===== src/rtl/regdump_pkg.sv =====
// Shared types and defaults for the register-file dump controller.
package regdump_pkg;

    typedef enum logic [1:0] {
        IDLE = 2'd0,
        READ = 2'd1,
        SEND = 2'd2,
        FIN  = 2'd3
    } regdump_state_t;

    localparam logic [3:0] REGDUMP_CSUM_IDX = 4'd8;
    localparam int         REGDUMP_NUM_REGS = 8;
    localparam int         REGDUMP_DATA_W   = 16;

endpackage


===== src/rtl/regdump_out_stage.sv =====
// Output holding stage: one word offered on a valid/ready stream,
// held stable from load until accepted.
module regdump_out_stage #(
    parameter int DATA_W = 16
) (
    input  logic              clk_i,
    input  logic              rst_i,
    input  logic              load_i,
    input  logic              accept_i,
    input  logic [DATA_W-1:0] data_i,
    input  logic [3:0]        idx_i,
    input  logic              last_i,
    output logic              valid_o,
    output logic [DATA_W-1:0] data_o,
    output logic [3:0]        idx_o,
    output logic              last_o
);

    logic              valid_q;
    logic [DATA_W-1:0] data_q;
    logic [3:0]        idx_q;
    logic              last_q;

    // A load in the same cycle as an accept replaces the accepted word.
    always_ff @(posedge clk_i or posedge rst_i) begin
        if (rst_i) begin
            valid_q <= 1'b0;
            data_q  <= '0;
            idx_q   <= '0;
            last_q  <= 1'b0;
        end else if (load_i) begin
            valid_q <= 1'b1;
            data_q  <= data_i;
            idx_q   <= idx_i;
            last_q  <= last_i;
        end else if (accept_i) begin
            valid_q <= 1'b0;
        end
    end

    assign valid_o = valid_q;
    assign data_o  = data_q;
    assign idx_o   = idx_q;
    assign last_o  = last_q;

endmodule


===== src/rtl/regfile_dump_ctrl.sv =====
// Sequential register-file dumper onto a valid/ready stream.
// Define REGDUMP_CHECKSUM_EN to append an XOR checksum word.
module regfile_dump_ctrl
    import regdump_pkg::*;
#(
    parameter int NUM_REGS = REGDUMP_NUM_REGS,
    parameter int DATA_W   = REGDUMP_DATA_W
) (
    input  logic              Clk,
    input  logic              Reset,
    input  logic              Start,
    output logic [2:0]        Rd_Addr,
    input  logic [DATA_W-1:0] Rd_Data,
    output logic              Out_Valid,
    input  logic              Out_Ready,
    output logic [DATA_W-1:0] Out_Data,
    output logic [3:0]        Out_Idx,
    output logic              Out_Last,
    output logic              Busy,
    output logic              Done
);

    localparam logic [3:0] LAST_IDX = 4'(NUM_REGS - 1);

    regdump_state_t    state_q, state_d;
    logic [3:0]        idx_q, idx_d;
    logic              busy_q, done_q;
    logic              load, hs;
    logic [DATA_W-1:0] ld_data;
    logic [3:0]        ld_idx;
    logic              ld_last;
`ifdef REGDUMP_CHECKSUM_EN
    logic [DATA_W-1:0] csum_q, csum_d;
`endif

    assign hs = Out_Valid & Out_Ready;

    always_comb begin
        state_d = state_q;
        idx_d   = idx_q;
        load    = 1'b0;
        ld_data = Rd_Data;
        ld_idx  = idx_q;
        ld_last = 1'b0;
`ifdef REGDUMP_CHECKSUM_EN
        csum_d  = csum_q;
`endif
        unique case (state_q)
            IDLE: begin
                if (Start) begin
                    idx_d   = '0;
`ifdef REGDUMP_CHECKSUM_EN
                    csum_d  = '0;
`endif
                    state_d = READ;
                end
            end
            READ: begin
                load    = 1'b1;
                state_d = SEND;
`ifdef REGDUMP_CHECKSUM_EN
                csum_d  = csum_q ^ Rd_Data;
`else
                ld_last = (idx_q == LAST_IDX);
`endif
            end
            SEND: begin
                if (hs) begin
                    if (Out_Last) begin
                        state_d = FIN;
                    end
`ifdef REGDUMP_CHECKSUM_EN
                    // Checksum word skips READ and is offered straight away.
                    else if (idx_q == LAST_IDX) begin
                        load    = 1'b1;
                        ld_data = csum_q;
                        ld_idx  = REGDUMP_CSUM_IDX;
                        ld_last = 1'b1;
                    end
`endif
                    else begin
                        idx_d   = idx_q + 4'd1;
                        state_d = READ;
                    end
                end
            end
            FIN:     state_d = IDLE;
            default: state_d = IDLE;
        endcase
    end

    always_ff @(posedge Clk or posedge Reset) begin
        if (Reset) begin
            state_q <= IDLE;
            idx_q   <= '0;
            busy_q  <= 1'b0;
            done_q  <= 1'b0;
        end else begin
            state_q <= state_d;
            idx_q   <= idx_d;
            busy_q  <= (state_d != IDLE);
            done_q  <= (state_d == FIN);
        end
    end

`ifdef REGDUMP_CHECKSUM_EN
    always_ff @(posedge Clk or posedge Reset) begin
        if (Reset) csum_q <= '0;
        else       csum_q <= csum_d;
    end
`endif

    regdump_out_stage #(.DATA_W(DATA_W)) u_out (
        .clk_i    (Clk),
        .rst_i    (Reset),
        .load_i   (load),
        .accept_i (hs),
        .data_i   (ld_data),
        .idx_i    (ld_idx),
        .last_i   (ld_last),
        .valid_o  (Out_Valid),
        .data_o   (Out_Data),
        .idx_o    (Out_Idx),
        .last_o   (Out_Last)
    );

    assign Rd_Addr = (state_q == READ) ? idx_q[2:0] : 3'd0;
    assign Busy    = busy_q;
    assign Done    = done_q;

endmodule


===== config.mk =====
export PLATFORM = sky130hd
export DESIGN_NAME = regfile_dump_ctrl
export DESIGN_NICKNAME = d
export VERILOG_FILES = /design/src/rtl/regdump_pkg.sv /design/src/rtl/regdump_out_stage.sv /design/src/rtl/regfile_dump_ctrl.sv
export SDC_FILE = /design/constraint.sdc
export NUM_CORES = 1
export LEC_CHECK = 0
export BUFFER_PORTS_ARGS = -buffer_cell sky130_fd_sc_hd__buf_4
export CORE_UTILIZATION = 54
export CTS_BUF_LIST = sky130_fd_sc_hd__clkbuf_8
export CTS_CLUSTER_SIZE = 10
export DETAILED_ROUTE_END_ITERATION = 8
export PLACE_DENSITY_LB_ADDON = 0.12
export SETUP_SLACK_MARGIN = 0.5
export SLEW_MARGIN = 20
export SYNTH_ARGS = -nofsm -noshare
export SYNTH_HDL_FRONTEND = slang
export SYNTH_HIERARCHICAL = 1
export SYNTH_SLANG_ARGS = --single-unit

===== constraint.sdc =====
create_clock -name Clk -period 2 [get_ports Clk]
set_input_delay 0.2 -clock Clk [delete_from_list [all_inputs] [get_ports Clk]]
set_output_delay 0.2 -clock Clk [all_outputs]
set_load 0.005 [all_outputs]

==> qor.csv, run 1 <==
metric;value;unit
CP arrival;1.26;ns
FF-to-FF Start;state_q[0];
hpwl dp;1900;um
synthesized area per cell;13.9;um2
proportion of layout cells with a drive suffix above 1;0.560;
Num CTS Buffers;5;
Setup CP Type;flip-flop to output port;
share of the synthesized area in the top cell type;0.589;
synthesized flop and latch total;30;
Comb pwr share;0.412;
final RePlAce weighted congestion;0.812;
CP max FO;10;
Post-Route Utilization;0.800;
RR Endpoint;u_out/last_o;
worst path bufs/invs;1;
vias per std cell;5.25;
Mapped Cells;92;
WL/cell;15.7;um
port bufs;46;
n_diodes;0;
Critical Path End Type;output port;
GRT Util Overall;0.252;
CP Capture Point;Rd_Addr[2];
Hold Vio Cnt, Final;0;
synth unique cells;27;
DRC Markers;0;
vias in the first global route;964;
clk root buf;clkbuf_8;
DIE WIDTH;50.6;um
Finished Cell Area;0.00177;mm2
Initial Util;0.576;
critical path, cell by cell;and2b_4, and2_1, buf_4;
drt pass-1 iters;4;
GRT overflow;0;
crit path from;state_q[0];
Seq pwr share;0.414;
post-placement cell count;166;
Layout Cells excl Fill;178;
Crit path depth;3;
Worst Clk Skew;0.00243;ns
Clk pwr share;0.174;
# IOs;47;
clock tree buffer depth;2;
HP Class;input pin to flip-flop;
CP peak stage delay;0.44;ns
Routed Wire Length;2790;um
iteration-0 DRC count of the detailed router;9;
Area after DPL;0.00165;mm2
power per cell area;1390;mW/mm2
Cell Int Power;0.00172;W
Total Neg Setup Slack;0;ns
minimum clock period;1.46;ns
area delta synth->final;38.9;%
max_slew headroom;0.456;
CP Launch Type;flip-flop;
leakage;0.896;nW
chip height;50.6;um
Sw Share;0.302;
MaxCap Viol Count;0;
CTS tree;done;
period utilization;0.730;
Synth Cell Area;0.00127;mm2
Max IR drop VDD;1.06;mV
Worst Tran Pin Value;0.814;ns
post-synth top area cell;dfrtp_1;
worst hold slack;0.154;ns
outcome;finished clean;
Core ar.;0.00221;mm2
num rows;17;
Crit-path slowest cell;dfrtp_2;
FF-to-FF setup slack;0.59;ns
pin count of the biggest net entering global routing;23;
first-pass GRT wire length;4490;um
RSZ-0062 raised after global routing;false;
post-synthesis sequential area ratio;0.589;
Die Area;0.00256;mm2
CTS Sinks;30;
Fmax;684;MHz
Routed Antenna Nets;0;
Crit path required time;1.80;ns
top post-synthesis cells by area;dfrtp_1 (59%), mux2_2 (19%), nand3_1 (2.7%);
H-Tree Depth;2;
switching pwr;0.000744;W
Total Nets Final;171;
DR vias;935;
Clk Latency, worst-skew pair;0.27;ns
delay-heaviest family, CP;flip-flops;
final slew viol count;0;
CTS clk-pin slew, worst paths;0.06;ns
final setup vio count;0;
Yosys warning count;6;
initial antenna violation count;0;
cells on worst reg2reg path;4;
Synthesized Nets;113;
## how the worst min path moves through the flow
stage	start	to	slack [ns]	cells after the start
after global placement	Reset	Busy	0.17	2
final	Rd_Data[7]	u_out/data_o[7]	0.15	2
after global routing	Rd_Data[6]	u_out/data_o[6]	0.15	2
after detailed placement	Reset	Busy	0.18	2
after CTS	Rd_Data[7]	u_out/data_o[7]	0.15	2
after floorplan	Reset	Busy	0.02	1
## kinds of logic after synthesis
group | Yosys count | synth area share
AOI/OAI and AO/OA | 6 | 0.0343
adders and majority gates | 1 | 0.00981
muxes | 22 | 0.193
buffers and inverters | 6 | 0.0304
and+or+nand+nor | 27 | 0.143
DFF | 30 | 0.589
## layer usage
metal,up-vias,share of wire,global-route usage
li1,447,-,-
met1,444,0.40,0.290
met2,36,0.51,0.418
met3,8,0.058,0.0758
met4,0,0.023,0.139
met5,-,0,0
## cells in the mapped netlist (all sizes together)
cell    count
a21o        1
a21oi       1
and2        4
and2b       1
and3b       2
and4b       1
buf         3
dfrtp      30
ha          1
inv         3
mux2       21
mux2i       1
nand2       4
nand2b      1
nand3       7
nand3b      1
nand4b      2
nor2        1
nor3        1
o211ai      1
o21bai      2
o311ai      1
or4         1
or4b        1
## power groups by stage
| stage | sequential (W) | combinational (W) | clock [W] |
|---|---|---|---|
| after floorplan | 0.00102 | 0.000495 | 0 |
| after global placement | 0.00101 | 0.000912 | 0 |
| after detailed placement | 0.00103 | 0.000947 | 0 |
| after CTS | 0.00102 | 0.000966 | 0.000442 |
| after global routing | 0.00106 | 0.00109 | 0.000466 |
| final | 0.00102 | 0.00101 | 0.000428 |
## worst register-to-register path, stage by stage, from the launching register on
cell	delay [ns]
dfrtp_2	0.44
and2b_4	0.22
and2_1	0.18
and3b_1	0.18
mux2_2	0.27
## per-stage QoR
stage               total power, W  worst slack [ns]
floorplan                  0.00151             0.632
global placement           0.00193             0.495
detailed placement         0.00197             0.430
CTS                        0.00243             0.511
global route               0.00262             0.476
finish                     0.00246             0.539
## cell type report
type	instances	area, um2
clock inverter	2	7.51
sequential	30	752
inverter	3	11.3
timing repair buffer	54	408
clock buffer	5	68.8
multi-input combinational	56	488
fill	142	442
tap	28	35.0
## placed cells by master (no fill, tap or decap), types with 2 or more instances in the layout
master	Yosys	layout
nand2_1	4	4
and2_1	3	3
inv_1	3	5
mux2_2	21	21
buf_4	0	53
nand3_1	7	7
clkbuf_8	0	5
nand4b_1	2	2
dfrtp_1	30	29
o21bai_1	2	2
## sequential cells by signal, indices dropped and copies added, names as in the netlist
register       cells
u_out/valid_o      1
Done               1
u_out/last_o       1
Busy               1
state_q            2
idx_q              4
u_out/data_o      16
u_out/idx_o        4
## what timing repair did
action	CTS	global route
resized for setup	2	1
setup buffers	0	4
hold buffers	1	0
hold endpoints to repair	8	0
endpoints found under the setup margin	19	4
(Power assumes the default switching activity.)
==> run 2: changes to the inputs <==
--- a/config.mk
+++ b/config.mk
@@ -6,7 +6,7 @@
 export NUM_CORES = 1
 export LEC_CHECK = 0
 export BUFFER_PORTS_ARGS = -buffer_cell sky130_fd_sc_hd__buf_4
-export CORE_UTILIZATION = 54
+export CORE_UTILIZATION = 50
 export CTS_BUF_LIST = sky130_fd_sc_hd__clkbuf_8
 export CTS_CLUSTER_SIZE = 10
 export DETAILED_ROUTE_END_ITERATION = 8
==> constraint.sdc (replaced) <==
create_clock -name Clk -period 1.5 [get_ports Clk]
set_input_delay 0.15 -clock Clk [delete_from_list [all_inputs] [get_ports Clk]]
set_output_delay 0.15 -clock Clk [all_outputs]
set_load 0.005 [all_outputs]
==> run 2 against run 1 <==
  * Worst hold slack got worse by 0.060 ns
  * Sequential power rose by 37%
  * Flip-flop and latch count unchanged
  * Clock power up 56%
  * Critical endpoint is now u_out/data_o[10]
  * Register-to-register slack worse by 0.57 ns
  * Cell count rose by 7.9%
  * Setup slack got worse by 0.52 ns
  * Non-clock buffer count rose by 13
  * Power rose by 68%
  * Largest cell class unchanged
  * Global-route usage grew 3.2 points
  * Design area is 18% higher
  * Utilization is 11 points higher
==> qor.csv, run 2 (same netlist as run 1, synthesis figures left out) <==
metric;value;unit
outcome;finished clean;
leakage;1.05;nW
Max IR drop VDD;1.85;mV
Num CTS Buffers;5;
Clk Latency, worst-skew pair;0.29;ns
num rows;17;
Die Area;0.00276;mm2
DRC Markers;0;
# IOs;47;
MaxCap Viol Count;0;
worst path bufs/invs;2;
vias in the first global route;1030;
FF-to-FF setup slack;0.02;ns
HP Class;input pin to flip-flop;
max FFs per register;16;
most frequent cells in the layout;buf_4 (47), dfrtp_1 (25), buf_6 (14), mux2_2 (11), mux2_4 (10);
period utilization;0.987;
vias per std cell;5.68;
post-placement cell count;167;
Area after DPL;0.00171;mm2
DIE WIDTH;52.5;um
H-Tree Depth;2;
CP arrival;1.65;ns
Post-Route Utilization;0.912;
first-pass GRT wire length;5240;um
power per cell area;1970;mW/mm2
final setup vio count;0;
CP Launch Type;flip-flop;
switching pwr;0.00129;W
final slew viol count;0;
CTS clk-pin slew, worst paths;0.07;ns
Layout Cells excl Fill;192;
Worst Tran Pin Value;0.305;ns
drt pass-1 iters;4;
CTS tree;done;
GRT overflow;0;
Setup CP Type;flip-flop to flip-flop;
Cell Int Power;0.00284;W
Total Neg Setup Slack;0;ns
clock tree buffer depth;2;
minimum clock period;1.48;ns
hpwl dp;1830;um
Routed Antenna Nets;0;
Comb pwr share;0.500;
Total Nets Final;184;
n_diodes;0;
chip height;52.5;um
port bufs;46;
Worst Clk Skew;0.00602;ns
worst hold slack;0.0942;ns
area delta synth->final;64.4;%
CP peak stage delay;0.39;ns
critical path, cell by cell;and2b_2, buf_12, buf_4, mux2_2;
delay-heaviest family, CP;flip-flops;
clk root buf;clkbuf_8;
Crit path required time;1.67;ns
commonest non-fill, non-tap cell in the layout;buf_4;
Core ar.;0.00230;mm2
Hold Vio Cnt, Final;0;
GRT Util Overall;0.284;
CP max FO;10;
proportion of layout cells with a drive suffix above 1;0.689;
Critical Path End Type;flip-flop;
Sw Share;0.312;
Finished Cell Area;0.00210;mm2
Fmax;675;MHz
Crit-path slowest cell;dfrtp_1;
Routed Wire Length;3730;um
pin count of the biggest net entering global routing;23;
CTS Sinks;30;
max_slew headroom;0.797;
final RePlAce weighted congestion;0.849;
Clk pwr share;0.161;
iteration-0 DRC count of the detailed router;28;
Seq pwr share;0.338;
RSZ-0062 raised after global routing;true;
WL/cell;19.4;um
DR vias;1090;
initial antenna violation count;0;
Initial Util;0.555;
run 2: changes by cell type in the layout (fill, tap and decap cells not counted), sizes merged:
cell,before,now
inv,5,4
buf,53,66
clkinv,0,1
clkbuf,5,6
run 2: timing repair:
action,CTS,global route
cloned,1,0
setup endpoints to repair,32,37
pin swaps,3,3
hold buffers,1,0
hold endpoints to repair,30,0
resized for setup,24,13
buffers inserted,11,4
run 2: final timing paths:
| check | from | end | cells after the start |
|---|---|---|---|
| min in group asynchronous | Reset | Busy | 3 |
| min | Rd_Data[11] | u_out/data_o[11] | 2 |
| min reg2reg | u_out/data_o[13] | u_out/data_o[13] | 1 |
| max in group asynchronous | Reset | u_out/valid_o | 4 |
| max | state_q[1] | u_out/data_o[10] | 4 |
| max reg2reg | state_q[1] | u_out/data_o[10] | 4 |
run 2: area by class of cell:
type                            instances  area (um2)
Clock buffer                            6        82.6
Clock inverter                          2        8.76
Fill cell                              84         201
Inverter                                3        11.3
Multi-Input combinational cell         56         578
Sequential cell                        30         757
Tap cell                               28        35.0
Timing Repair Buffer                   67         623
run 2: per-layer routing:
metal,GRT usage,wire [um]
met1,0.333,1470
met2,0.447,1800
met3,0.110,232
met4,0.149,229
met5,0,0
run 2: per-stage QoR:
stage	worst slack, ns	power (W)
finish	0.0196	0.00413
global route	0.0132	0.00432
CTS	0.0622	0.00385
detailed placement	0.142	0.00278
global placement	0.170	0.00272
floorplan	0.173	0.00214
run 2: power groups by stage:
stage / Sequential [W] / Combinational, W / Clock, W
2_1_floorplan: 0.00136 / 0.000778 / 0
3_3_place_gp: 0.00135 / 0.00137 / 0
3_5_place_dp: 0.00137 / 0.00141 / 0
4_1_cts: 0.00136 / 0.00183 / 0.000658
5_1_grt: 0.00143 / 0.00218 / 0.000720
6_report: 0.00140 / 0.00207 / 0.000666
==> run 3: changes to the inputs <==
==> constraint.sdc (replaced) <==
create_clock -name Clk -period 1.6 [get_ports Clk]
set_input_delay 0.16 -clock Clk [delete_from_list [all_inputs] [get_ports Clk]]
set_output_delay 0.16 -clock Clk [all_outputs]
set_load 0.005 [all_outputs]
==> run 3 against run 2 <==
  * Non-clock buffer count decreased by 1
  * Utilization is 1.1 points lower
  * Critical path depth stayed put
  * Clock-buffer cell count is the same
  * Clock skew rose by 0.00097 ns
  * Global-route usage shrank 3.4 points
  * Critical endpoint is now Rd_Addr[1]
==> qor.csv, run 3 (same netlist as run 1, synthesis figures left out) <==
metric;value;unit
post-placement cell count;167;
initial antenna violation count;0;
hpwl dp;1850;um
Pwr Total;0.00376;W
first-pass GRT wire length;4720;um
FF-to-FF setup slack;0.15;ns
period utilization;0.915;
most frequent cells in the layout;buf_4 (52), dfrtp_1 (26), mux2_4 (12), buf_6 (10), mux2_2 (9);
CP arrival;1.30;ns
# IOs;47;
Crit path required time;1.44;ns
n_diodes;0;
Core ar.;0.00230;mm2
DRC Markers;0;
DR vias;1064;
FF-to-FF Start;state_q[1];
Clk Latency, worst-skew pair;0.29;ns
clock tree buffer depth;2;
fill cell count;77;
final setup vio count;0;
vias in the first global route;986;
Routed Wire Length;3690;um
commonest non-fill, non-tap cell in the layout;buf_4;
max FFs per register;16;
drt pass-1 iters;4;
chip height;52.5;um
max_slew headroom;0.782;
Setup CP Type;flip-flop to output port;
leakage;1.04;nW
Fmax;683;MHz
GRT Util Overall;0.251;
CP Capture Point;Rd_Addr[1];
CP max FO;5;
iteration-0 DRC count of the detailed router;23;
Post-Route Utilization;0.901;
CTS tree;done;
Routed Antenna Nets;0;
pin count of the biggest net entering global routing;23;
HP Class;input pin to flip-flop;
vias per std cell;5.57;
CP Launch Type;flip-flop;
CTS clk-pin slew, worst paths;0.07;ns
worst setup margin;0.137;ns
Initial Util;0.555;
H-Tree Depth;2;
MaxCap Viol Count;0;
pre-CTS setup slack;0.231;ns
WL/cell;19.3;um
crit path from;state_q[0];
GRT overflow;0;
port bufs;46;
final RePlAce weighted congestion;0.867;
area delta synth->final;62.4;%
Num CTS Buffers;5;
final slew viol count;0;
cells on worst reg2reg path;4;
DIE WIDTH;52.5;um
Die Area;0.00276;mm2
Critical Path End Type;output port;
CTS Sinks;30;
minimum clock period;1.46;ns
Hold Vio Cnt, Final;0;
Total Neg Setup Slack;0;ns
outcome;finished clean;
proportion of layout cells with a drive suffix above 1;0.699;
Worst Tran Pin Value;0.327;ns
RR Endpoint;u_out/data_o[10];
RSZ-0062 raised after global routing;true;
clk root buf;clkbuf_8;
Worst Clk Skew;0.00699;ns
power per cell area;1820;mW/mm2
num rows;17;
Layout Cells excl Fill;191;
Max IR drop VDD;1.49;mV
Total Nets Final;183;
-- run 3: cell count changes in the layout (fill, tap and decap cells not counted), sizes merged --
cell      previous run  this run
clkinvlp             0         1
inv                  4         3
buf                 66        65
-- run 3: report_power, final --
group          switching [W]  internal [W]
Sequential          0.000238       0.00107
Combinational       0.000638       0.00118
Clock               0.000295      0.000345
-- run 3: worst min path at each step --
stage | startpoint | to | slack (ns) | depth (start not counted)
after CTS | Rd_Data[7] | u_out/data_o[7] | 0.1 | 2
after detailed placement | Reset | idx_q[3] | 0.14 | 2
after floorplan | Reset | Busy | -0.02 | 1
final | Rd_Data[8] | u_out/data_o[8] | 0.1 | 2
after global routing | Rd_Data[15] | u_out/data_o[15] | 0.1 | 2
after global placement | Reset | idx_q[3] | 0.14 | 2
-- run 3: stage by stage --
stage | hold slack (ns) | area (um2)
global placement | 0.137 | 1700
finish | 0.0973 | 2070
CTS | 0.0993 | 2010
global route | 0.0953 | 2070
detailed placement | 0.144 | 1700
floorplan | -0.0243 | 1310
-- run 3: cell type report --
cell class	count	area, um2	area share
Inverter	3	11.3	0.00544
Clock inverter	2	12.5	0.00604
Multi-Input combinational cell	56	598	0.289
Clock buffer	6	82.6	0.0399
Tap cell	28	35.0	0.0169
Sequential cell	30	756	0.365
Timing Repair Buffer	66	576	0.278
-- run 3: critical path: stages (launching register included) --
cell and delay [ns]:
dfrtp_2 0.40, and2b_2 0.23, buf_12 0.14, and2_4 0.14, buf_6 0.10
-- run 3: what timing repair did --
action / 4_1_cts / 5_1_grt
setup buffers: 11 / 3
gates resized for setup: 28 / 9
endpoints found under the setup margin: 29 / 32
endpoints found under the hold margin: 30 / 0
gates cloned: 1 / 0
pin swaps: 6 / 3
hold buffers: 1 / 0
-- run 3: metal layers --
layer / vias to the layer above / share of wire / wire, um / track usage
li1: 474 / - / - / -
met1: 528 / 0.38 / 1410 / 0.298
met2: 57 / 0.54 / 2000 / 0.426
met3: 5 / 0.061 / 225 / 0.0812
met4: 0 / 0.014 / 51 / 0.0789
met5: - / 0 / 0 / 0
